$ cat config.mk
export PLATFORM = sky130hd
export DESIGN_NAME = divide
export DESIGN_NICKNAME = d
export VERILOG_FILES = /design/src/rtl/divide.sv
export SDC_FILE = /design/constraint.sdc
export NUM_CORES = 1
export LEC_CHECK = 0
export BUFFER_PORTS_ARGS = -buffer_cell sky130_fd_sc_hd__buf_2
export CAP_MARGIN = 20
export CORE_ASPECT_RATIO = 1.5
export CORE_MARGIN = 8
export CORE_UTILIZATION = 39
export DETAILED_ROUTE_END_ITERATION = 10
export GPL_ROUTABILITY_DRIVEN = 0
export GPL_TIMING_DRIVEN = 0
export SYNTH_ARGS = -nofsm -noshare
export SYNTH_HDL_FRONTEND = slang
export SYNTH_SLANG_ARGS = --single-unit
$ cat constraint.sdc
create_clock -name clk -period 3.3 [get_ports clk]
set_input_delay 0.495 -clock clk [delete_from_list [all_inputs] [get_ports clk]]
set_output_delay 0.495 -clock clk [all_outputs]
set_load 0.01 [all_outputs]
$ cat src/rtl/divide.sv
// divide: iterative signed Q1.(WDTH-1) divider, z = x / y, restoring radix-2,
// one quotient bit per cycle, valid/ready handshake on both sides.
`default_nettype none

module divide #(
    parameter int WDTH = 16
) (
    input  logic            clk,
    input  logic            rst_n,
    input  logic            in_valid,
    output logic            in_ready,
    input  logic [WDTH-1:0] x,
    input  logic [WDTH-1:0] y,
    output logic            out_valid,
    input  logic            out_ready,
    output logic [WDTH-1:0] z,
    output logic            ovf
);

    localparam int             CW      = (WDTH > 2) ? $clog2(WDTH) : 1;
    localparam logic [CW-1:0]  LAST    = CW'(WDTH - 1);
    localparam logic [CW-1:0]  CNT_ONE = CW'(1);
    localparam logic [WDTH-1:0] MAX_POS = {1'b0, {(WDTH-1){1'b1}}};
    localparam logic [WDTH-1:0] MIN_NEG = {1'b1, {(WDTH-1){1'b0}}};

    typedef enum logic [1:0] {
        IDLE = 2'd0,
        DIV  = 2'd1,
        DONE = 2'd2
    } state_t;

    state_t          state;
    logic            sign;
    logic            x_neg;
    logic [WDTH-1:0] ax;
    logic [WDTH-1:0] ay;
    logic [WDTH:0]   rem;
    logic [WDTH-1:0] q;
    logic [CW-1:0]   cnt;

    logic [WDTH-1:0] abs_x;
    logic [WDTH-1:0] abs_y;
    logic [WDTH:0]   rem2;
    logic            qbit;
    logic [WDTH:0]   rem_next;

    // Magnitudes are unsigned WDTH-bit, so |-2^(WDTH-1)| is represented exactly.
    assign abs_x    = x[WDTH-1] ? -x : x;
    assign abs_y    = y[WDTH-1] ? -y : y;
    assign rem2     = {rem[WDTH-1:0], 1'b0};
    assign qbit     = (rem2 >= {1'b0, ay});
    assign rem_next = qbit ? (rem2 - {1'b0, ay}) : rem2;
    assign in_ready = (state == IDLE);

    always_ff @(posedge clk or negedge rst_n) begin
        if (!rst_n) begin
            state     <= IDLE;
            sign      <= 1'b0;
            x_neg     <= 1'b0;
            ax        <= '0;
            ay        <= '0;
            rem       <= '0;
            q         <= '0;
            cnt       <= '0;
            z         <= '0;
            ovf       <= 1'b0;
            out_valid <= 1'b0;
        end else begin
            case (state)
                IDLE: begin
                    if (in_valid) begin
                        sign  <= x[WDTH-1] ^ y[WDTH-1];
                        x_neg <= x[WDTH-1];
                        ax    <= abs_x;
                        ay    <= abs_y;
                        rem   <= {1'b0, abs_x};
                        q     <= '0;
                        cnt   <= '0;
                        state <= DIV;
                    end
                end
                DIV: begin
                    if (cnt == LAST) begin
                        // All WDTH-1 quotient bits are in; pick saturated or exact result.
                        if (ay == '0) begin
                            ovf <= 1'b1;
                            z   <= x_neg ? MIN_NEG : MAX_POS;
                        end else if (ax == ay) begin
                            ovf <= ~sign;
                            z   <= sign ? MIN_NEG : MAX_POS;
                        end else if (ax > ay) begin
                            ovf <= 1'b1;
                            z   <= sign ? MIN_NEG : MAX_POS;
                        end else begin
                            ovf <= 1'b0;
                            z   <= sign ? -q : q;
                        end
                        out_valid <= 1'b1;
                        state     <= DONE;
                    end else begin
                        rem <= rem_next;
                        q   <= {q[WDTH-2:0], qbit};
                        cnt <= cnt + CNT_ONE;
                    end
                end
                DONE: begin
                    if (out_ready) begin
                        out_valid <= 1'b0;
                        state     <= IDLE;
                    end
                end
                default: begin
                    out_valid <= 1'b0;
                    state     <= IDLE;
                end
            endcase
        end
    end

endmodule

`default_nettype wire

==> Word-level counts from Yosys, hierarchy flattened <==
Cells that the tools add are included.
{ "word_totals": {"regBits": 90, "inputBits": 36, "output_inout_bits": 19, "elab_cells": 65} }
{ "op_classes": {"add_sub_neg": 5, "magnitude_cmp": 2, "eq_ne": 8, "mux": 28, "bitwise": 3, "reduce_logical": 8} }
{ "op_table": {"columns": ["cell", "count"], "rows": [
  ["two-way mux 16 bit", 13],
  ["case mux 16 bit (2 select lines)", 2],
  ["negation 16 bit", 3],
  [">= comparator 17 x 16 -> 1 bit", 1],
  ["== test 16 bit", 1],
  ["> comparator 16 bit", 1],
  ["zero test 16 bit", 1],
  ["subtractor 16 bit", 1],
  ["AND reduction 3 bit", 3],
  ["two-way mux 4 bit", 2],
  ["!= test 2 bit (second input constant)", 4],
  ["case mux 4 bit (2 select lines)", 1],
  ["two-way mux 2 bit", 3],
  ["case mux 2 bit (3 select lines)", 1],
  ["two-way mux 1 bit", 5],
  ["adder 4 x 1 -> 4 bit (second input constant)", 1],
  ["== test 4 bit (second input constant)", 1],
  ["AND reduction 2 bit", 2],
  ["case mux 1 bit (3 select lines)", 1],
  ["== test 2 x 1 -> 1 bit (second input constant)", 1],
  ["== test 2 bit (second input constant)", 1],
  ["zero test 2 bit", 1],
  ["NOT 1 bit", 2],
  ["nonzero test 2 bit", 1],
  ["XOR 1 bit", 1]
]} }

==> Depth between registers and ports, before layout <==
{ "depth": {"ltp_word": 5, "depth_mapped": 12, "ltp_nobuf": 10} }

==> Worst setup path before layout <==
OpenSTA, ideal clock, no wires.
{ "synth_path": {"path_type": "register to register", "startpoint": "reg ay[1]", "endpoint": "reg rem[0]", "setup_ps": 137, "arrival_time_ps": 2375, "required_time_ps": 3163, "slack_ps": 787, "path_stages_with_launch": 12, "path_buffers": 2, "synth_period_minus_slack_ps": 2513, "path_cell_list": "dfrtp_1 -> inv_1 -> ha_1 -> nor2b_1 -> o31a_1 -> o311ai_1 -> a31oi_1 -> o32ai_1 -> buf_2 -> or2_2 -> clkbuf_1 -> o221ai_1"} }
{ "synth_between": {"elab_chain_cells": 4} }
{ "synth_rtl": {"columns": ["element", "line", "rtl"], "rows": [
  ["start, declared", "36", "logic [WDTH-1:0] ay;"],
  ["start signal, assigned", "75", "ay <= abs_y;"],
  [">= comparator 17 x 16 -> 1 bit", "51", "assign qbit = (rem2 >= {1'b0, ay});"],
  ["two-way mux 16 bit", "52", "assign rem_next = qbit ? (rem2 - {1'b0, ay}) : rem2;"],
  ["two-way mux 16 bit", "83", "if (cnt == LAST) begin"],
  ["case mux 16 bit (2 select lines)", "69", "case (state)"],
  ["end signal, assigned", "76", "rem <= {1'b0, abs_x};"],
  ["end signal, assigned", "101", "rem <= rem_next;"],
  ["end, declared", "37", "logic [WDTH:0] rem;"]
]} }
No other way between the ends. The select of a mux whose other input is x is not followed.
A chain may end at the register's enable or synchronous reset.

==> Final worst setup path <==
{ "layout_path": {"startpoint": "reg ay[1]", "endpoint": "reg rem[7]"} }
{ "layout_between": {"elab_chain_cells": 4, "elab_cells_between_ends": 5, "classes_between": "add/sub (1); order compare (1); mux (3)"} }
{ "layout_rtl": {"columns": ["element", "line"], "rows": [
  ["subtractor 16 bit / >= comparator 17 x 16 -> 1 bit (equally long branches)", "52, 51"],
  ["two-way mux 16 bit *", "52"],
  ["two-way mux 16 bit *", "83"],
  ["case mux 16 bit (2 select lines) *", "69"]
]} }
Mark *: on every way between the ends. The rest lies on a longest branch, timed or not. The select of a mux whose other input is x is not followed.

==> impl_metrics.env <==
export IMPL_fmax_mhz=318.1
export IMPL_yosysMostFrequentCell="nand2_1"
export IMPL_finalCriticalPeriod_ns=3.144
export IMPL_wl_per_cell_um=18.15
export IMPL_antenna_left=0
export IMPL_synth_xor_xnor_area_share=0.07963
export IMPL_grt_use_total=0.1861
export IMPL_grt_pass1_wl_mm=27.40
export IMPL_yosys_area_top_type="dfrtp_1"
export IMPL_drive_above_1_share=0.1134
export IMPL_ys_warn_count=0
export IMPL_area_growth_pct=15.66
export IMPL_synthSimpleGateAreaFrac=0.2004
export IMPL_critical_path_top_delay_family="compound AO/OA/AOI/OAI gates"
export IMPL_synth_fa_ha_area_frac=0.08226
export IMPL_cts_buffer_depth=2
export IMPL_start_kind="register"
export IMPL_path_class="register to register"
export IMPL_fp_dieArea_um2=18880
export IMPL_layoutNonFillerInstCount=928
export IMPL_setup_viol=0
export IMPL_slew_viol_final=0
export IMPL_die_height_um=164.3
export IMPL_initial_utilization=0.3956
export IMPL_placed_area_um2=6265
export IMPL_finalClockSkew_ns=0.007904
export IMPL_row_count=54
export IMPL_async_flop_share=1.000
export IMPL_layout_nets=800
export IMPL_firstDrtPassIters=5
export IMPL_leakage_nw=3.071
export IMPL_cts_clk_slew_worst_paths_ns=0.07
export IMPL_coreArea_um2=14460
export IMPL_grt_pass1_vias=5318
export IMPL_ys_seq_area_frac=0.3938
export IMPL_end_kind="register"
export IMPL_antenna_cells=0
export IMPL_netlist_area_leader_share=0.3938
export IMPL_vias=5155
export IMPL_dp_hpwl_mm=13.06
export IMPL_timing_hold_ws_ns=0.1331
export IMPL_cts_resized=0
export IMPL_hp_class="input port to asynchronous set/reset pin"
export IMPL_rsz0062_at_grt="false"
export IMPL_numCtsBuffers=9
export IMPL_synth_mux_area_frac=0.02100
export IMPL_gr_total_overflow=0
export IMPL_vias_per_cell=5.555
export IMPL_design_area_um2=6615
export IMPL_worstPathCellList="inv_1 > ha_1 > nor2b_1 > o31a_1 > o311ai_1 > a31oi_1 > o32ai_1 > buf_2 > or2_2 > clkbuf_1 > o211ai_1"
export IMPL_path_buf_inv=3
export IMPL_numPortBuffers=54
export IMPL_drt_iter0_markers=316
export IMPL_finalSetupTns_ns=0
export IMPL_die_x_um=114.9
export IMPL_critPathArrivalTime_ns=3.34
export IMPL_fill_cells=1460
export IMPL_post_cts_setup_buffers=0
export IMPL_synth_area_top_cells="dfrtp_1 (39%), ha_1 (7.9%), nand2_1 (6.9%), xor2_1 (5.2%), o21ai_0 (4.1%)"
export IMPL_fin_crit_sh=0.9527
export IMPL_seqCellArea_um2=2252
export IMPL_tightest_slew_ns=0.8776
export IMPL_slew_headroom=0.4095
export IMPL_routed_wl_mm=16.85
export IMPL_multi_input_area_um2=3231
export IMPL_route_detailed_drc=0
export IMPL_ys_seq_elements=90
export IMPL_final_util=0.4575
export IMPL_grt_max_degree=52
export IMPL_ios=55
export IMPL_synth_area_um2=5719
export IMPL_final_hold_violation_count=0
export IMPL_cts_hold_fix_buffers=0
export IMPL_cts_sinks=90
export IMPL_syn_num_nets=734
export IMPL_drv_cap=0
export IMPL_synth_edf_count=0
export IMPL_peakVddDrop_mv=0.6038
export IMPL_crit_path_max_fanout=9
export IMPL_status="completed"
export IMPL_powerDensity_nw_per_um2=1113
export IMPL_clkLatencyLatePin_ns=0.34
export IMPL_netlist_top_cells_count="nand2_1 (105), dfrtp_1 (90), nor2_1 (56)"
export IMPL_root_buffer="clkbuf_16"
export IMPL_synth_compound_area_share=0.1816
export IMPL_synth_top_family_by_area="simple AND/OR/NAND/NOR gates"
export IMPL_required_ns=3.50
export IMPL_syn_area_per_cell_um2=8.652
export IMPL_synthCells=661
export IMPL_htreeDepth=3
export IMPL_synth_distinct_cells=53
export IMPL_dpl_cell_count=912
export IMPL_tritoncts="yes"
export IMPL_antenna_found_initial=0
export IMPL_synthFlopType="dfrtp_1"
export IMPL_cpPeakStageDelay_ns=0.47
export IMPL_crit_slowest_cell="dfrtp_1"
[cell type report]
type                    instances  share of cell area
inverters                      29             0.01646
plain buffers                  29             0.01929
well taps                     196             0.03707
clock buffers                  10             0.03613
flip-flops and latches         90              0.3405
clock inverters                 6             0.01683
multi-input cells             513              0.4884
repair buffers                 55             0.04539
[stage by stage]
stage	setup WS [ns]	total power [mW]
finish	0.1561	7.362
global route	0.01492	7.969
CTS	0.1665	7.352
detailed placement	0.1821	6.106
global placement	0.2033	5.973
floorplan	0.7874	4.967
[per-layer routing]
metal	up-vias	track usage	wire, µm
met2	116	0.3345	8706
met4	0	0.1038	811
met3	47	0.02760	558
met1	2515	0.2038	6767
met5	-	0	0
li1	2477	-	-
[flip-flops by register name, summed over array words and instances (netlist names)]
signal     cells
ax            16
ay            16
cnt            4
out_valid      1
ovf            1
q             16
rem           16
sign           1
state          2
x_neg          1
z             16
[path summary, 6_finish.rpt]
kind | startpoint | endpoint | slack [ns] | cells after the start
max | ay[1]$_DFFE_PN0P_ | rem[7]$_DFFE_PN0P_ | 0.16 | 11
min | rst_n | z[15]$_DFFE_PN0P_ | 0.13 | 1
max reg2reg | ay[1]$_DFFE_PN0P_ | rem[7]$_DFFE_PN0P_ | 0.16 | 11
min reg2reg | ax[1]$_DFFE_PN0P_ | ax[1]$_DFFE_PN0P_ | 0.49 | 1
max in group asynchronous | rst_n | rem[11]$_DFFE_PN0P_ | 2.52 | 2
min in group clk | out_ready | state[1]$_DFFE_PN0P_ | 0.40 | 4
[logic make-up after synthesis]
kind of cell | after synthesis
simple gates | 253
compound gates | 159
flops | 90
buf+inv | 58
xor+xnor | 52
fa+ha+maj | 37
mux | 12
[where the power goes]
| group | total [mW] | switching (mW) | internal, mW |
|---|---|---|---|
| clock | 1.22 | 0.454 | 0.763 |
| combinational | 4.07 | 2.37 | 1.70 |
| sequential | 2.08 | 0.446 | 1.63 |
| total | 7.36 | 3.27 | 4.09 |
[cells in the final DEF, fill, tap and decap left out, types with 18 or more instances in the layout]
master | netlist | layout
a21oi_1 | 20 | 20
a31oi_1 | 18 | 18
buf_2 | 3 | 56
clkbuf_1 | 22 | 22
dfrtp_1 | 90 | 90
ha_1 | 36 | 36
inv_1 | 29 | 29
nand2_1 | 105 | 105
nand3_1 | 32 | 32
nor2_1 | 56 | 56
o21ai_0 | 47 | 47
xnor2_1 | 18 | 18
xor2_1 | 34 | 34
[worst reg2reg max path, stage by stage (launching register included)]
cell      delay, ns
dfrtp_1        0.47
inv_1          0.10
ha_1           0.31
nor2b_1        0.16
o31a_1         0.28
o311ai_1       0.33
a31oi_1        0.17
o32ai_1        0.13
buf_2          0.32
or2_2          0.16
clkbuf_1       0.38
o211ai_1       0.17
No activity file was read; power rests on OpenSTA's default activity.
